--- src/rtl/countdown_pkg.sv ---
// ---------------------------------------------------------------------------
// countdown_pkg
// Shared definitions for the 0-59 s countdown timer controller.
//   SEC_W            width of the seconds value
//   ST_IDLE..ST_DONE 2-bit run-state encodings
//   sec_wrap_inc/dec wrap-around edit helpers used by the IDLE/PAUSE editor
// ---------------------------------------------------------------------------
`timescale 1ns/1ps
package countdown_pkg;

   localparam int SEC_W = 6;

   localparam logic [1:0] ST_IDLE  = 2'd0;
   localparam logic [1:0] ST_RUN   = 2'd1;
   localparam logic [1:0] ST_PAUSE = 2'd2;
   localparam logic [1:0] ST_DONE  = 2'd3;

   // Increment that wraps from the configured maximum back to zero
   function automatic logic [SEC_W-1:0] sec_wrap_inc(input logic [SEC_W-1:0] sec,
                                                     input logic [SEC_W-1:0] max_sec);
      return (sec >= max_sec) ? '0 : sec + 1'b1;
   endfunction

   // Decrement that wraps from zero up to the configured maximum
   function automatic logic [SEC_W-1:0] sec_wrap_dec(input logic [SEC_W-1:0] sec,
                                                     input logic [SEC_W-1:0] max_sec);
      return (sec == '0) ? max_sec : sec - 1'b1;
   endfunction

endpackage

--- src/rtl/countdown_ctrl_if.sv ---
// ---------------------------------------------------------------------------
// countdown_ctrl_if
// Key-pulse / display bundle between the debouncer, the controller and the
// BCD/display path.
//   start_pause_p, reset_p, add_p, sub_p : 1-cycle key pulses (master -> slave)
//   seconds[SEC_W-1:0], running, done,
//   disp_en                             : registered status (slave -> master)
// ---------------------------------------------------------------------------
`timescale 1ns/1ps
interface countdown_ctrl_if;
   import countdown_pkg::*;

   logic             start_pause_p;
   logic             reset_p;
   logic             add_p;
   logic             sub_p;
   logic [SEC_W-1:0] seconds;
   logic             running;
   logic             done;
   logic             disp_en;

   modport master (
      output start_pause_p, reset_p, add_p, sub_p,
      input  seconds, running, done, disp_en
   );

   modport slave (
      input  start_pause_p, reset_p, add_p, sub_p,
      output seconds, running, done, disp_en
   );

endinterface

--- src/rtl/countdown_tick_gen.sv ---
// ---------------------------------------------------------------------------
// countdown_tick_gen
// Free-running 1 s prescaler for the countdown controller.
//   clk, rst_n   system clock, asynchronous active-low reset
//   clear_i      forces the count to zero (wins over enable_i)
//   enable_i     advances the count, wrapping at CLK_HZ-1
//   half_tick_o  count at CLK_HZ/2-1 while enabled (only with
//                COUNTDOWN_DONE_BLINK_EN defined)
//   tick_o       count at CLK_HZ-1 while enabled
// ---------------------------------------------------------------------------
`timescale 1ns/1ps
module countdown_tick_gen #(
   parameter int CLK_HZ = 10_000_000
) (
   input  logic clk,
   input  logic rst_n,
   input  logic clear_i,
   input  logic enable_i,
`ifdef COUNTDOWN_DONE_BLINK_EN
   output logic half_tick_o,
`endif
   output logic tick_o
);

   localparam int            PW   = (CLK_HZ > 1) ? $clog2(CLK_HZ) : 1;
   localparam logic [PW-1:0] LAST = PW'(CLK_HZ - 1);

   logic [PW-1:0] count_q;
   logic [PW-1:0] count_d;

   // Next count: clear dominates, otherwise count while enabled and wrap
   // at the end of the second so the fraction restarts cleanly.
   always_comb begin
      count_d = count_q;
      if (clear_i) begin
         count_d = '0;
      end else if (enable_i) begin
         count_d = (count_q == LAST) ? '0 : count_q + 1'b1;
      end
   end

   // Prescaler register
   always_ff @(posedge clk or negedge rst_n) begin
      if (!rst_n) begin
         count_q <= '0;
      end else begin
         count_q <= count_d;
      end
   end

   assign tick_o = enable_i && (count_q == LAST);

`ifdef COUNTDOWN_DONE_BLINK_EN
   localparam logic [PW-1:0] HALF_LAST = PW'(CLK_HZ / 2 - 1);

   assign half_tick_o = enable_i && (count_q == HALF_LAST);
`endif

endmodule

--- src/rtl/countdown_ctrl.sv ---
// ---------------------------------------------------------------------------
// countdown_ctrl
// Run-state sequencer for the 0..MAX_SEC countdown timer.
//   clk      system clock
//   rst_n    asynchronous active-low reset
//   ctrl_if  slave side of countdown_ctrl_if: key pulses in, registered
//            seconds / running / done / disp_en out
// Optional feature: define COUNTDOWN_DONE_BLINK_EN to blink disp_en every
// CLK_HZ/2 clocks while in DONE; otherwise disp_en is tied high.
// ---------------------------------------------------------------------------
`timescale 1ns/1ps
module countdown_ctrl
   import countdown_pkg::*;
#(
   parameter int CLK_HZ      = 10_000_000,
   parameter int MAX_SEC     = 59,
   parameter int DEFAULT_SEC = 30
) (
   input  logic           clk,
   input  logic           rst_n,
   countdown_ctrl_if.slave ctrl_if
);

   localparam logic [SEC_W-1:0] MAX_S = SEC_W'(MAX_SEC);
   localparam logic [SEC_W-1:0] DEF_S = SEC_W'(DEFAULT_SEC);
   localparam logic [SEC_W-1:0] ONE_S = SEC_W'(1);

   logic             start_p;
   logic             reset_p;
   logic             add_p;
   logic             sub_p;

   logic [1:0]       state_q;
   logic [1:0]       state_d;
   logic [SEC_W-1:0] seconds_q;
   logic [SEC_W-1:0] seconds_d;
   logic             running_q;
   logic             done_q;

   logic             tick;
   logic             presc_clear;
   logic             presc_enable;

   assign start_p = ctrl_if.start_pause_p;
   assign reset_p = ctrl_if.reset_p;
   assign add_p   = ctrl_if.add_p;
   assign sub_p   = ctrl_if.sub_p;

`ifdef COUNTDOWN_DONE_BLINK_EN
   logic half_tick;
   logic disp_en_q;
   logic disp_en_d;
`endif

   // Prescaler control. The fraction of a second survives a pause, so the
   // counter is only cleared when leaving the run/pause pair (reset key, ack
   // of DONE) and while idle. With blinking it also runs in DONE; the wrap on
   // the final tick leaves it at zero on DONE entry.
   always_comb begin
      presc_clear  = (state_q == ST_IDLE) || reset_p || ((state_q == ST_DONE) && start_p);
      presc_enable = (state_q == ST_RUN);
`ifdef COUNTDOWN_DONE_BLINK_EN
      presc_enable = presc_enable || (state_q == ST_DONE);
`else
      presc_clear  = presc_clear || (state_q == ST_DONE);
`endif
   end

   countdown_tick_gen #(
      .CLK_HZ      (CLK_HZ)
   ) u_tick_gen (
      .clk         (clk),
      .rst_n       (rst_n),
      .clear_i     (presc_clear),
      .enable_i    (presc_enable),
`ifdef COUNTDOWN_DONE_BLINK_EN
      .half_tick_o (half_tick),
`endif
      .tick_o      (tick)
   );

   // Run state machine and seconds register. Key priority is reset > start/
   // pause > add > sub; a lower key in the same cycle as a higher one is
   // dropped. In RUN a tick is applied before a pause request, so the final
   // tick reaching zero goes to DONE even if pause was pressed that cycle.
   always_comb begin
      state_d   = state_q;
      seconds_d = seconds_q;
      case (state_q)
         ST_IDLE: begin
            if (reset_p) begin
               seconds_d = DEF_S;
            end else if (start_p) begin
               if (seconds_q != '0) begin
                  state_d = ST_RUN;
               end
            end else if (add_p) begin
               seconds_d = sec_wrap_inc(seconds_q, MAX_S);
            end else if (sub_p) begin
               seconds_d = sec_wrap_dec(seconds_q, MAX_S);
            end
         end
         ST_RUN: begin
            if (reset_p) begin
               state_d   = ST_IDLE;
               seconds_d = DEF_S;
            end else if (tick && (seconds_q == ONE_S)) begin
               state_d   = ST_DONE;
               seconds_d = '0;
            end else begin
               if (tick) begin
                  seconds_d = seconds_q - 1'b1;
               end
               if (start_p) begin
                  state_d = ST_PAUSE;
               end
            end
         end
         ST_PAUSE: begin
            if (reset_p) begin
               state_d   = ST_IDLE;
               seconds_d = DEF_S;
            end else if (start_p) begin
               if (seconds_q != '0) begin
                  state_d = ST_RUN;
               end
            end else if (add_p) begin
               seconds_d = sec_wrap_inc(seconds_q, MAX_S);
            end else if (sub_p) begin
               seconds_d = sec_wrap_dec(seconds_q, MAX_S);
            end
         end
         ST_DONE: begin
            seconds_d = '0;
            if (reset_p || start_p) begin
               state_d   = ST_IDLE;
               seconds_d = DEF_S;
            end
         end
         default: begin
            state_d   = ST_IDLE;
            seconds_d = DEF_S;
         end
      endcase
   end

   // State, seconds and status flags. running/done are decoded from the
   // next state so they change on the same edge as the state itself.
   always_ff @(posedge clk or negedge rst_n) begin
      if (!rst_n) begin
         state_q   <= ST_IDLE;
         seconds_q <= DEF_S;
         running_q <= 1'b0;
         done_q    <= 1'b0;
      end else begin
         state_q   <= state_d;
         seconds_q <= seconds_d;
         running_q <= (state_d == ST_RUN);
         done_q    <= (state_d == ST_DONE);
      end
   end

`ifdef COUNTDOWN_DONE_BLINK_EN
   // Blink mask: high outside DONE and on the DONE entry edge, then inverted
   // on every half second (half_tick and tick both fire inside one second).
   always_comb begin
      disp_en_d = disp_en_q;
      if ((state_d != ST_DONE) || (state_q != ST_DONE)) begin
         disp_en_d = 1'b1;
      end else if (half_tick || tick) begin
         disp_en_d = ~disp_en_q;
      end
   end

   // Blink mask register
   always_ff @(posedge clk or negedge rst_n) begin
      if (!rst_n) begin
         disp_en_q <= 1'b1;
      end else begin
         disp_en_q <= disp_en_d;
      end
   end

   assign ctrl_if.disp_en = disp_en_q;
`else
   assign ctrl_if.disp_en = 1'b1;
`endif

   assign ctrl_if.seconds = seconds_q;
   assign ctrl_if.running = running_q;
   assign ctrl_if.done    = done_q;

endmodule
--- src/flat_wrapper.sv ---
// flat-port wrapper written by rule: the top's interface ports become plain ports
module countdown_ctrl_flat import countdown_pkg::*;
#(
   parameter int CLK_HZ      = 10_000_000,
   parameter int MAX_SEC     = 59,
   parameter int DEFAULT_SEC = 30
)
  (clk, rst_n, ctrl_if_start_pause_p, ctrl_if_reset_p, ctrl_if_add_p, ctrl_if_sub_p, ctrl_if_seconds, ctrl_if_running, ctrl_if_done, ctrl_if_disp_en);
  countdown_ctrl_if ctrl_if_i ();
  input  logic clk;
  input  logic rst_n;
  input wire logic [$bits(ctrl_if_i.start_pause_p)-1:0] ctrl_if_start_pause_p;
  input wire logic [$bits(ctrl_if_i.reset_p)-1:0] ctrl_if_reset_p;
  input wire logic [$bits(ctrl_if_i.add_p)-1:0] ctrl_if_add_p;
  input wire logic [$bits(ctrl_if_i.sub_p)-1:0] ctrl_if_sub_p;
  output wire logic [$bits(ctrl_if_i.seconds)-1:0] ctrl_if_seconds;
  output wire logic [$bits(ctrl_if_i.running)-1:0] ctrl_if_running;
  output wire logic [$bits(ctrl_if_i.done)-1:0] ctrl_if_done;
  output wire logic [$bits(ctrl_if_i.disp_en)-1:0] ctrl_if_disp_en;
  assign ctrl_if_i.start_pause_p = ctrl_if_start_pause_p;
  assign ctrl_if_i.reset_p = ctrl_if_reset_p;
  assign ctrl_if_i.add_p = ctrl_if_add_p;
  assign ctrl_if_i.sub_p = ctrl_if_sub_p;
  assign ctrl_if_seconds = ctrl_if_i.seconds;
  assign ctrl_if_running = ctrl_if_i.running;
  assign ctrl_if_done = ctrl_if_i.done;
  assign ctrl_if_disp_en = ctrl_if_i.disp_en;
  countdown_ctrl #(.CLK_HZ(CLK_HZ), .MAX_SEC(MAX_SEC), .DEFAULT_SEC(DEFAULT_SEC)) u_core (.clk(clk), .rst_n(rst_n), .ctrl_if(ctrl_if_i));
endmodule
--- config.mk ---
export PLATFORM = sky130hd
export DESIGN_NAME = countdown_ctrl_flat
export DESIGN_NICKNAME = d
export VERILOG_FILES = /design/src/rtl/countdown_pkg.sv /design/src/rtl/countdown_ctrl_if.sv /design/src/rtl/countdown_tick_gen.sv /design/src/rtl/countdown_ctrl.sv /design/src/flat_wrapper.sv
export SDC_FILE = /design/constraint.sdc
export NUM_CORES = 1
export LEC_CHECK = 0
export ABC_CLOCK_PERIOD_IN_PS = 7900
export CAP_MARGIN = 20
export CELL_PAD_IN_SITES_DETAIL_PLACEMENT = 0
export CELL_PAD_IN_SITES_GLOBAL_PLACEMENT = 1
export CORE_MARGIN = 8
export CORE_UTILIZATION = 25
export CTS_CLUSTER_SIZE = 25
export DETAILED_ROUTE_END_ITERATION = 8
export GPL_TIMING_DRIVEN = 1
export PLACE_DENSITY_LB_ADDON = 0.1
export REMOVE_ABC_BUFFERS = 1
export SYNTH_ARGS = -nofsm -noshare
export SYNTH_HDL_FRONTEND = slang
export SYNTH_HIERARCHICAL = 1
export SYNTH_SLANG_ARGS = --single-unit
--- constraint.sdc ---
create_clock -name clk -period 7.9 [get_ports clk]
set_input_delay 1.975 -clock clk [delete_from_list [all_inputs] [get_ports clk]]
set_output_delay 1.975 -clock clk [all_outputs]
set_load 0.005 [all_outputs]
; After elaboration in Yosys (flattened, before gate mapping)
; Index checks and enable logic that the tools add are counted.
[totals]
romBits = 0
mem_count = 0
in_bits = 6
ff_bits = 34
latch_bits = 0
elab_cells = 55
out_inout_bits = 9
ram_bits = 0
[classes]
n_mul = 0
mux = 23
eq_ne = 10
add_sub_neg = 3
reduce_logical = 13
div = 0
shifts = 0
order_cmp = 1
n_bitwise = 0
[op_table]
columns = cell, n
row1 = $mux W24, 3
row2 = $mux W6, 9
row3 = $add A24 B1 Y24 const B, 1
row4 = $eq A24 B24 Y1 const B, 1
row5 = $pmux W6 S3, 1
row6 = $mux W2, 8
row7 = $pmux W2 S4, 1
row8 = $add A6 B1 Y6 const B, 1
row9 = $eq A2 B2 Y1 const B, 3
row10 = $eq A6 B1 Y1 const B, 1
row11 = $ge A6 B6 Y1 const B, 1
row12 = $logic_not A6 Y1, 1
row13 = $reduce_bool A6 Y1, 1
row14 = $sub A6 B1 Y6 const B, 1
row15 = $mux W5, 1
row16 = $eq A2 B1 Y1 const B, 2
row17 = $logic_or A1 B1 Y1, 4
row18 = $ne A4 B1 Y1 const B, 1
row19 = $ne A4 B2 Y1 const B, 1
row20 = $logic_and A1 B1 Y1, 3
row21 = $ne A3 B2 Y1 const B, 1
row22 = $reduce_and A3 Y1, 1
row23 = $logic_not A2 Y1, 1
row24 = $reduce_bool A2 Y1, 1
row25 = $reduce_or A2 Y1, 1

; Logic depth before layout (Yosys ltp)
; Gate-level depths: netlist (run 1).
[logic_depth]
word_depth = 7
depth_mapped = 11
ltp_nobuf = 8

; Modules after synthesis
; The synthesis (run 1) kept the hierarchy.
[by_module_without_submodules]
columns = module, area_per_inst_um2, seq_area_each_um2, instances, cells_per_inst
row1 = countdown_tick_gen, 1416.4, 600.6, 1, 148
row2 = countdown_ctrl, 963.4, 255.2, 1, 121

; Worst setup path after synthesis (run 1)
; No wires, ideal clock.
[synth_timing]
kind = input to register
startpoint = input port ctrl_if_reset_p
endpoint = register u_core.u_tick_gen.count_q[13]
setup_slack_ns = 4.582
setup_time_ns = 0.119
required_ns = 7.781
stages = 7
n_path_buf = 1
arrival_ns = 3.199
path_cell_list = inv_1 -> o21ai_0 -> clkbuf_1 -> o211ai_1 -> nor4_1 -> a21boi_0 -> o21ba_2
[synth_between]
elab_chain_len = 4
[synth_rtl]
columns = element, line
row1 = "start, declared", flat_wrapper.sv:13  ; input wire logic [$bits(ctrl_if_i.reset_p)-1:0] ctrl_if_reset_p;
row2 = $logic_or A1 B1 Y1 * (2 in a row), countdown_ctrl.sv:60  ; presc_clear = (state_q == ST_IDLE) || reset_p || ((state_q == ST_DONE) && start_p);
row3 = $logic_or A1 B1 Y1 *, countdown_ctrl.sv:65  ; presc_clear = presc_clear || (state_q == ST_DONE);
row4 = via u_core.presc_clear, countdown_ctrl.sv:41  ; logic presc_clear;
row5 = $mux W24 or $reduce_bool A2 Y1 (tied branches), n/a
row6 = "end signal, assigned", countdown_tick_gen.sv:47  ; count_q <= count_d;
row7 = "end, declared", countdown_tick_gen.sv:28  ; logic [PW-1:0] count_q;
; Mark *: on every way through the listed nets, which the timed path passes. The rest lies on a longest branch.
; A chain may end at the register's enable or synchronous reset.

; Worst setup path in the final report (run 1)
[layout_timing]
startpoint = input port ctrl_if_reset_p
endpoint = register u_core.u_tick_gen.count_q[17]
; Same word-level chain as after synthesis.

==> results of run 1 <==
-- synth_stat cells, types with 3 or more instances --
library cell / count / share of area
sky130_fd_sc_hd__o31ai_1: 11 / 0.035
sky130_fd_sc_hd__and2_1: 3 / 0.0079
sky130_fd_sc_hd__o211ai_1: 5 / 0.016
sky130_fd_sc_hd__buf_6: 3 / 0.014
sky130_fd_sc_hd__or3_1: 3 / 0.0079
sky130_fd_sc_hd__inv_1: 8 / 0.013
sky130_fd_sc_hd__or4_1: 10 / 0.032
sky130_fd_sc_hd__buf_2: 5 / 0.011
sky130_fd_sc_hd__nand4_1: 7 / 0.018
sky130_fd_sc_hd__nor4_1: 6 / 0.016
sky130_fd_sc_hd__nand3_1: 10 / 0.021
sky130_fd_sc_hd__nor2_1: 23 / 0.036
sky130_fd_sc_hd__or4_4: 3 / 0.014
sky130_fd_sc_hd__xnor2_1: 5 / 0.018
sky130_fd_sc_hd__xor2_1: 8 / 0.029
sky130_fd_sc_hd__nor3_1: 11 / 0.023
sky130_fd_sc_hd__a31oi_1: 5 / 0.013
sky130_fd_sc_hd__clkbuf_1: 5 / 0.0079
sky130_fd_sc_hd__ha_1: 5 / 0.026
sky130_fd_sc_hd__dfstp_2: 4 / 0.044
sky130_fd_sc_hd__dfrtp_1: 30 / 0.32
sky130_fd_sc_hd__o21ai_0: 8 / 0.017
sky130_fd_sc_hd__nor2b_1: 3 / 0.0079
sky130_fd_sc_hd__and4_1: 3 / 0.011
sky130_fd_sc_hd__nand2_1: 16 / 0.025
sky130_fd_sc_hd__a21oi_1: 20 / 0.042
-- state kept, by name (all words and copies together) (netlist names) --
name                       flops
u_core/ctrl_if.done            1
u_core/ctrl_if.running         1
u_core/ctrl_if.seconds         6
u_core/state_q                 2
u_core/u_tick_gen/count_q     24
-- critical path, delay by kind of cell --
| family | cells | cell delay, ps |
|---|---|---|
| compound gates | 3 | 520 |
| buf+inv | 3 | 1260 |
| simple gates | 2 | 810 |
-- logic make-up after synthesis --
kind of cell	after synthesis
other cells	1
compound gates	73
flops	34
simple gates	120
xor+xnor	13
fa+ha+maj	5
buf+inv	23
-- where the power goes --
group,switching [mW],internal (mW),total (mW),leakage (nW)
sequential,0.0311,0.187,0.218,0.457
combinational,0.0531,0.0492,0.102,0.429
clock,0.0709,0.0702,0.141,0.0472
-- per-stage QoR --
stage / hold slack [ps] / instance area (sq um) / setup slack (ps)
detailed placement: 564 / 2580 / 3240
global route: 599 / 2690 / 3260
global placement: 550 / 2580 / 3330
CTS: 583 / 2680 / 3530
finish: 569 / 2690 / 3540
floorplan: 514 / 2290 / 4370
-- per-layer routing --
layer | global-route usage | vias to the layer above | wire length [microns]
li1 | - | 1029 | -
met1 | 0.150 | 1043 | 3410
met2 | 0.146 | 27 | 2670
met3 | 0.0248 | 4 | 270
met4 | 0.0293 | 0 | 57
met5 | 0 | - | 0
-- worst max-delay path by stage --
stage | from | end | depth (start not counted)
final | ctrl_if_reset_p | u_core/u_tick_gen/count_q[17]$_DFFE_PN0P_ | 8
after global routing | ctrl_if_reset_p | u_core/u_tick_gen/count_q[19]$_DFFE_PN0P_ | 8
after CTS | ctrl_if_reset_p | u_core/u_tick_gen/count_q[17]$_DFFE_PN0P_ | 8
after detailed placement | ctrl_if_reset_p | u_core/u_tick_gen/count_q[23]$_DFFE_PN0P_ | 8
after global placement | ctrl_if_reset_p | u_core/u_tick_gen/count_q[17]$_DFFE_PN0P_ | 8
after floorplan | ctrl_if_reset_p | u_core/u_tick_gen/count_q[17]$_DFFE_PN0P_ | 6
-- area by class of cell --
class,instances,area share
clock buffers,6,0.0307
clock inverters,2,0.00465
inverters,8,0.0112
multi-input cells,212,0.522
flip-flops and latches,34,0.318
well taps,129,0.0600
repair buffers,15,0.0535
==> flow_summary.toml, run 1 <==
[status]
status = "finished, final reports clean"

[clock_tree]
numCtsBuffers = 5
ctsRootBufferMaster = "sky130_fd_sc_hd__clkbuf_8"
cts.path.max_buffers = 2
cts.repair_timing.setup_buffer_count = 0
post_cts.resized_instances = 0
clkTransAtPathRegs_ps = 80
cts_tree = "yes"
clock_sink_count = 34
cts_hold_buf = 0
clk_latency_worst_skew_pair_ps = 290
cts.htree.levels = 2

[global_route]
grt_start_max_net_pins = 35
grt_remaining_overflow = 0
initial_antenna_violation_count = 0
groute.usage.overall = 0.103
grt_first_pass_wirelength_microns = 10800
first_global_vias = 2063

[die]
die_height_microns = 114
std_cell_rows = 35
fp.dieArea_sq_mm = 0.0129
start_util = 0.258
core_area_sq_mm = 0.00924
die_w_microns = 114
floorplan.io_pins = 15

[job]
drv_cap = 0

[synthesis]
cell_area_after_synthesis_sq_mm = 0.00238
adder_and_majority_gate_portion_of_the_synthesized_area = 0.0263
synthDistinctLibCells = 66
avgSynthCellArea_sq_um = 8.85
ys.warnings.count = 6
synth_top_family_by_area = "simple AND/OR/NAND/NOR gates"
synthesis.instances = 269
synthXorXnorAreaFrac = 0.0478
synth_compound_area_frac = 0.219
yosysSeqAreaShare = 0.360
synth.ff_latch_count = 34
postSynth.topFlopCell = "sky130_fd_sc_hd__dfrtp_1"
synth_mux_area_frac = 0
async_reset_ff_frac = 1.00
synthSimpleGateAreaFrac = 0.295
number_of_enable_type_register_cells_in_the_synthesized_netlist = 0

[final_layout]
mostFrequentLayoutCell = "sky130_fd_sc_hd__dfrtp_1"
stdcell_count = 406
final_net_count = 287
area.growth.synth_to_final_pct = 13.0
drive_gt1_frac = 0.116
ant_diodes = 0
ff_latch_area_sq_um = 856
most-common-layout-cells = "sky130_fd_sc_hd__dfrtp_1 (30), sky130_fd_sc_hd__nor2_1 (23), sky130_fd_sc_hd__a21oi_1 (20)"
layout.core_utilization = 0.291
fillers = 991
multi_input_gate_area_in_the_final_layout_sq_mm = 0.00140

[critical_path]
worst-path-max-fanout = 15
timing.critical_path.from_type = "input pin"
timing.rr.end = "u_core/ctrl_if.seconds[0]$_DFFE_PN0P_"
reg2reg_slack_ps = 4420
crit_required_ps = 8110
slowest_delay_ps = 820
crit_slowest_cell = "sky130_fd_sc_hd__clkdlybuf4s50_1"
worstSetupEndpointType = "flop"
reg2regPathDepth = 8
crit-reg2reg-launch = "u_core/state_q[0]$_DFF_PN0_"
cells_along_the_critical_path = "clkdlybuf4s50_1 -> inv_1 -> o21ai_0 -> buf_4 -> o211a_1 -> nand2_1 -> or4_1 -> a21oi_1"
arrival_time_of_the_worst_setup_path_ps = 4570
critPathKind = "input pin to flop"

[placement]
post-place-cells = 397
buffers_on_ports = 13
gp_congestion = 0.729
detailed_place_hpwl_microns = 4520

[detailed_routing]
routed_wl_microns = 6410
avgViaCountPerCell = 5.18
drcViolationCount = 0
wire_length_per_cell_after_detailed_routing_microns = 15.8
drt-pass1-iter-count = 5
drt_iter0_drc = 98
dr_total_vias = 2103
drt.antenna.violating_nets = 0

[power_and_ir_drop]
finalPower_uw = 462
cellLeakagePower_nw = 0.933
power_density_mw_per_mm2 = 172
worst_ir_drop_vdd_v = 0.0000608

[timing]
max_freq_ghz = 0.229
grt_setup_unrepaired = "false"
setup-tns-final_ps = 0
worst_clock_skew_ps = 8.54
max_slew.worst_pin.slew_ps = 814
maxSlewHeadroom = 0.457
number_of_hold_slack_violations_in_the_final_timing_report = 0
maxSlewViolCount = 0
final_period_minus_worst_setup_slack_ps = 4360
min_period_over_period = 0.552
setup_violations = 0

[min_path]
hold_path.startpoint = "u_core/u_tick_gen/count_q[5]$_DFFE_PN0P_"
hold_end = "u_core/u_tick_gen/count_q[5]$_DFFE_PN0P_"
timing.hold.worst_path_depth = 2
hp-class = "flop to flop"
Note: power is estimated with default switching activity, not from simulation.
==> inputs of run 2 (changes only) <==
ABC_CLOCK_PERIOD_IN_PS = 4250   (was 7900)
clock period = 4.25 ns   (was 7.9 ns; I/O delays follow)
==> flow_summary.toml, run 2 (synthesis gave the netlist of run 1 again) <==
[final_layout]
final_cell_area_sq_mm = 0.00271
area.growth.synth_to_final_pct = 13.7
largest_reg_flops = 24
final_net_count = 289
most-common-layout-cells = "sky130_fd_sc_hd__dfrtp_1 (30), sky130_fd_sc_hd__nor2_1 (23), sky130_fd_sc_hd__a21oi_1 (20)"
ant_diodes = 0
mostFrequentLayoutCell = "sky130_fd_sc_hd__dfrtp_1"
fillers = 1013
layout.core_utilization = 0.293
regMostFlops = "u_core/u_tick_gen/count_q"
drive_gt1_frac = 0.122
stdcell_count = 408

[critical_path]
worst-path-buf-inv = 0
timing.critical_path.from_type = "flop"
crit_slowest_cell = "sky130_fd_sc_hd__nor4_1"
critPathKind = "flop to flop"
arrival_time_of_the_worst_setup_path_ps = 3200
crit_family = "simple AND/OR/NAND/NOR gates"
worst-path-max-fanout = 9
cells_along_the_critical_path = "nor4b_1 -> nand3_1 -> nor4_1 -> nor3b_1 -> o21ai_0 -> and2_1 -> o41ai_1 -> a32o_1"
crit_required_ps = 4430
slowest_delay_ps = 690
worstSetupEndpointType = "flop"

[timing]
grt_setup_unrepaired = "false"
maxSlewViolCount = 0
max_slew.worst_pin.slew_ps = 824
min_period_over_period = 0.712
number_of_hold_slack_violations_in_the_final_timing_report = 0
maxSlewHeadroom = 0.451
hold_slack_ps = 567
setup_violations = 0
setup-tns-final_ps = 0
max_freq_ghz = 0.331
final.setup.worst_slack_ps = 1230
final_period_minus_worst_setup_slack_ps = 3020
worst_clock_skew_ps = 4.94

[die]
core_area_sq_mm = 0.00924
die_height_microns = 114
std_cell_rows = 35
start_util = 0.258
die_w_microns = 114
fp.dieArea_sq_mm = 0.0129
floorplan.io_pins = 15

[detailed_routing]
drt.antenna.violating_nets = 0
routed_wl_microns = 6570
avgViaCountPerCell = 5.11
drt_iter0_drc = 133
dr_total_vias = 2085
drt-pass1-iter-count = 4
drcViolationCount = 0
wire_length_per_cell_after_detailed_routing_microns = 16.1

[clock_tree]
post_cts.resized_instances = 0
numCtsBuffers = 5
cts.path.max_buffers = 2
cts_tree = "yes"
ctsRootBufferMaster = "sky130_fd_sc_hd__clkbuf_8"
clkTransAtPathRegs_ps = 80
clock_sink_count = 34
cts.htree.levels = 2
cts.repair_timing.setup_buffer_count = 0
cts_hold_buf = 0
clk_latency_worst_skew_pair_ps = 290

[power_and_ir_drop]
worst_ir_drop_vdd_v = 0.0000851
cellLeakagePower_nw = 0.943
finalPower_uw = 859
power_density_mw_per_mm2 = 318

[status]
status = "finished, final reports clean"

[placement]
gp_congestion = 0.711
detailed_place_hpwl_microns = 4500
placed_cell_area_sq_mm = 0.00260
post-place-cells = 399
preCtsSetupSlack_ps = 996
buffers_on_ports = 13

[job]
drv_cap = 0

[global_route]
initial_antenna_violation_count = 0
grt_start_max_net_pins = 35
groute.usage.overall = 0.108
grt_remaining_overflow = 0
grt_first_pass_wirelength_microns = 11200
first_global_vias = 2046

[min_path]
hp-class = "flop to flop"
==> run 2: cell count changes in the layout (fill, tap and decap cells not counted), sizes merged <==
cell	change
buf	+2
==> run 2: worst reg2reg max path, cell delays in order, from the launching register on <==
cell and delay [ps]:
sky130_fd_sc_hd__dfrtp_1 450, sky130_fd_sc_hd__nor4b_1 390, sky130_fd_sc_hd__nand3_1 260, sky130_fd_sc_hd__nor4_1 700, sky130_fd_sc_hd__nor3b_1 90, sky130_fd_sc_hd__o21ai_0 240
sky130_fd_sc_hd__and2_1 410, sky130_fd_sc_hd__o41ai_1 150, sky130_fd_sc_hd__a32o_1 220
==> run 2: routing by layer <==
layer / vias up / GRT usage / share of wire
met5: - / 0 / 0
met4: 0 / 0.0329 / 0.0055
met3: 2 / 0.0232 / 0.029
met2: 27 / 0.150 / 0.43
met1: 1013 / 0.159 / 0.54
li1: 1043 / - / -
==> run 2: cell type report <==
| type | count | area (sq um) | area share |
|---|---|---|---|
| clock buffers | 6 | 82.6 | 0.0305 |
| clock inverters | 2 | 12.5 | 0.00463 |
| inverters | 8 | 30.0 | 0.0111 |
| multi-input cells | 212 | 1400 | 0.519 |
| flip-flops and latches | 34 | 856 | 0.316 |
| well taps | 129 | 161 | 0.0597 |
| repair buffers | 17 | 159 | 0.0587 |
==> run 2: power breakdown <==
part	switching (mW)	total [mW]	internal [mW]
clock network	0.131	0.261	0.130
registers	0.0568	0.405	0.348
logic	0.100	0.193	0.0929
total	0.288	0.859	0.572
==> run 2: worst paths after layout <==
kind,from,endpoint,slack [ps],cells after the start
max in group asynchronous,rst_n,u_core/ctrl_if.seconds[5]$_DFFE_PN0P_,2860,1
setup reg to reg,u_core/u_tick_gen/count_q[7]$_DFFE_PN0P_,u_core/ctrl_if.seconds[0]$_DFFE_PN0P_,1230,8
hold / removal,u_core/u_tick_gen/count_q[5]$_DFFE_PN0P_,u_core/u_tick_gen/count_q[5]$_DFFE_PN0P_,570,2
min in group asynchronous,rst_n,u_core/u_tick_gen/count_q[22]$_DFFE_PN0P_,870,1
hold reg to reg,u_core/u_tick_gen/count_q[5]$_DFFE_PN0P_,u_core/u_tick_gen/count_q[5]$_DFFE_PN0P_,570,2
setup / recovery,u_core/u_tick_gen/count_q[7]$_DFFE_PN0P_,u_core/ctrl_if.seconds[0]$_DFFE_PN0P_,1230,8
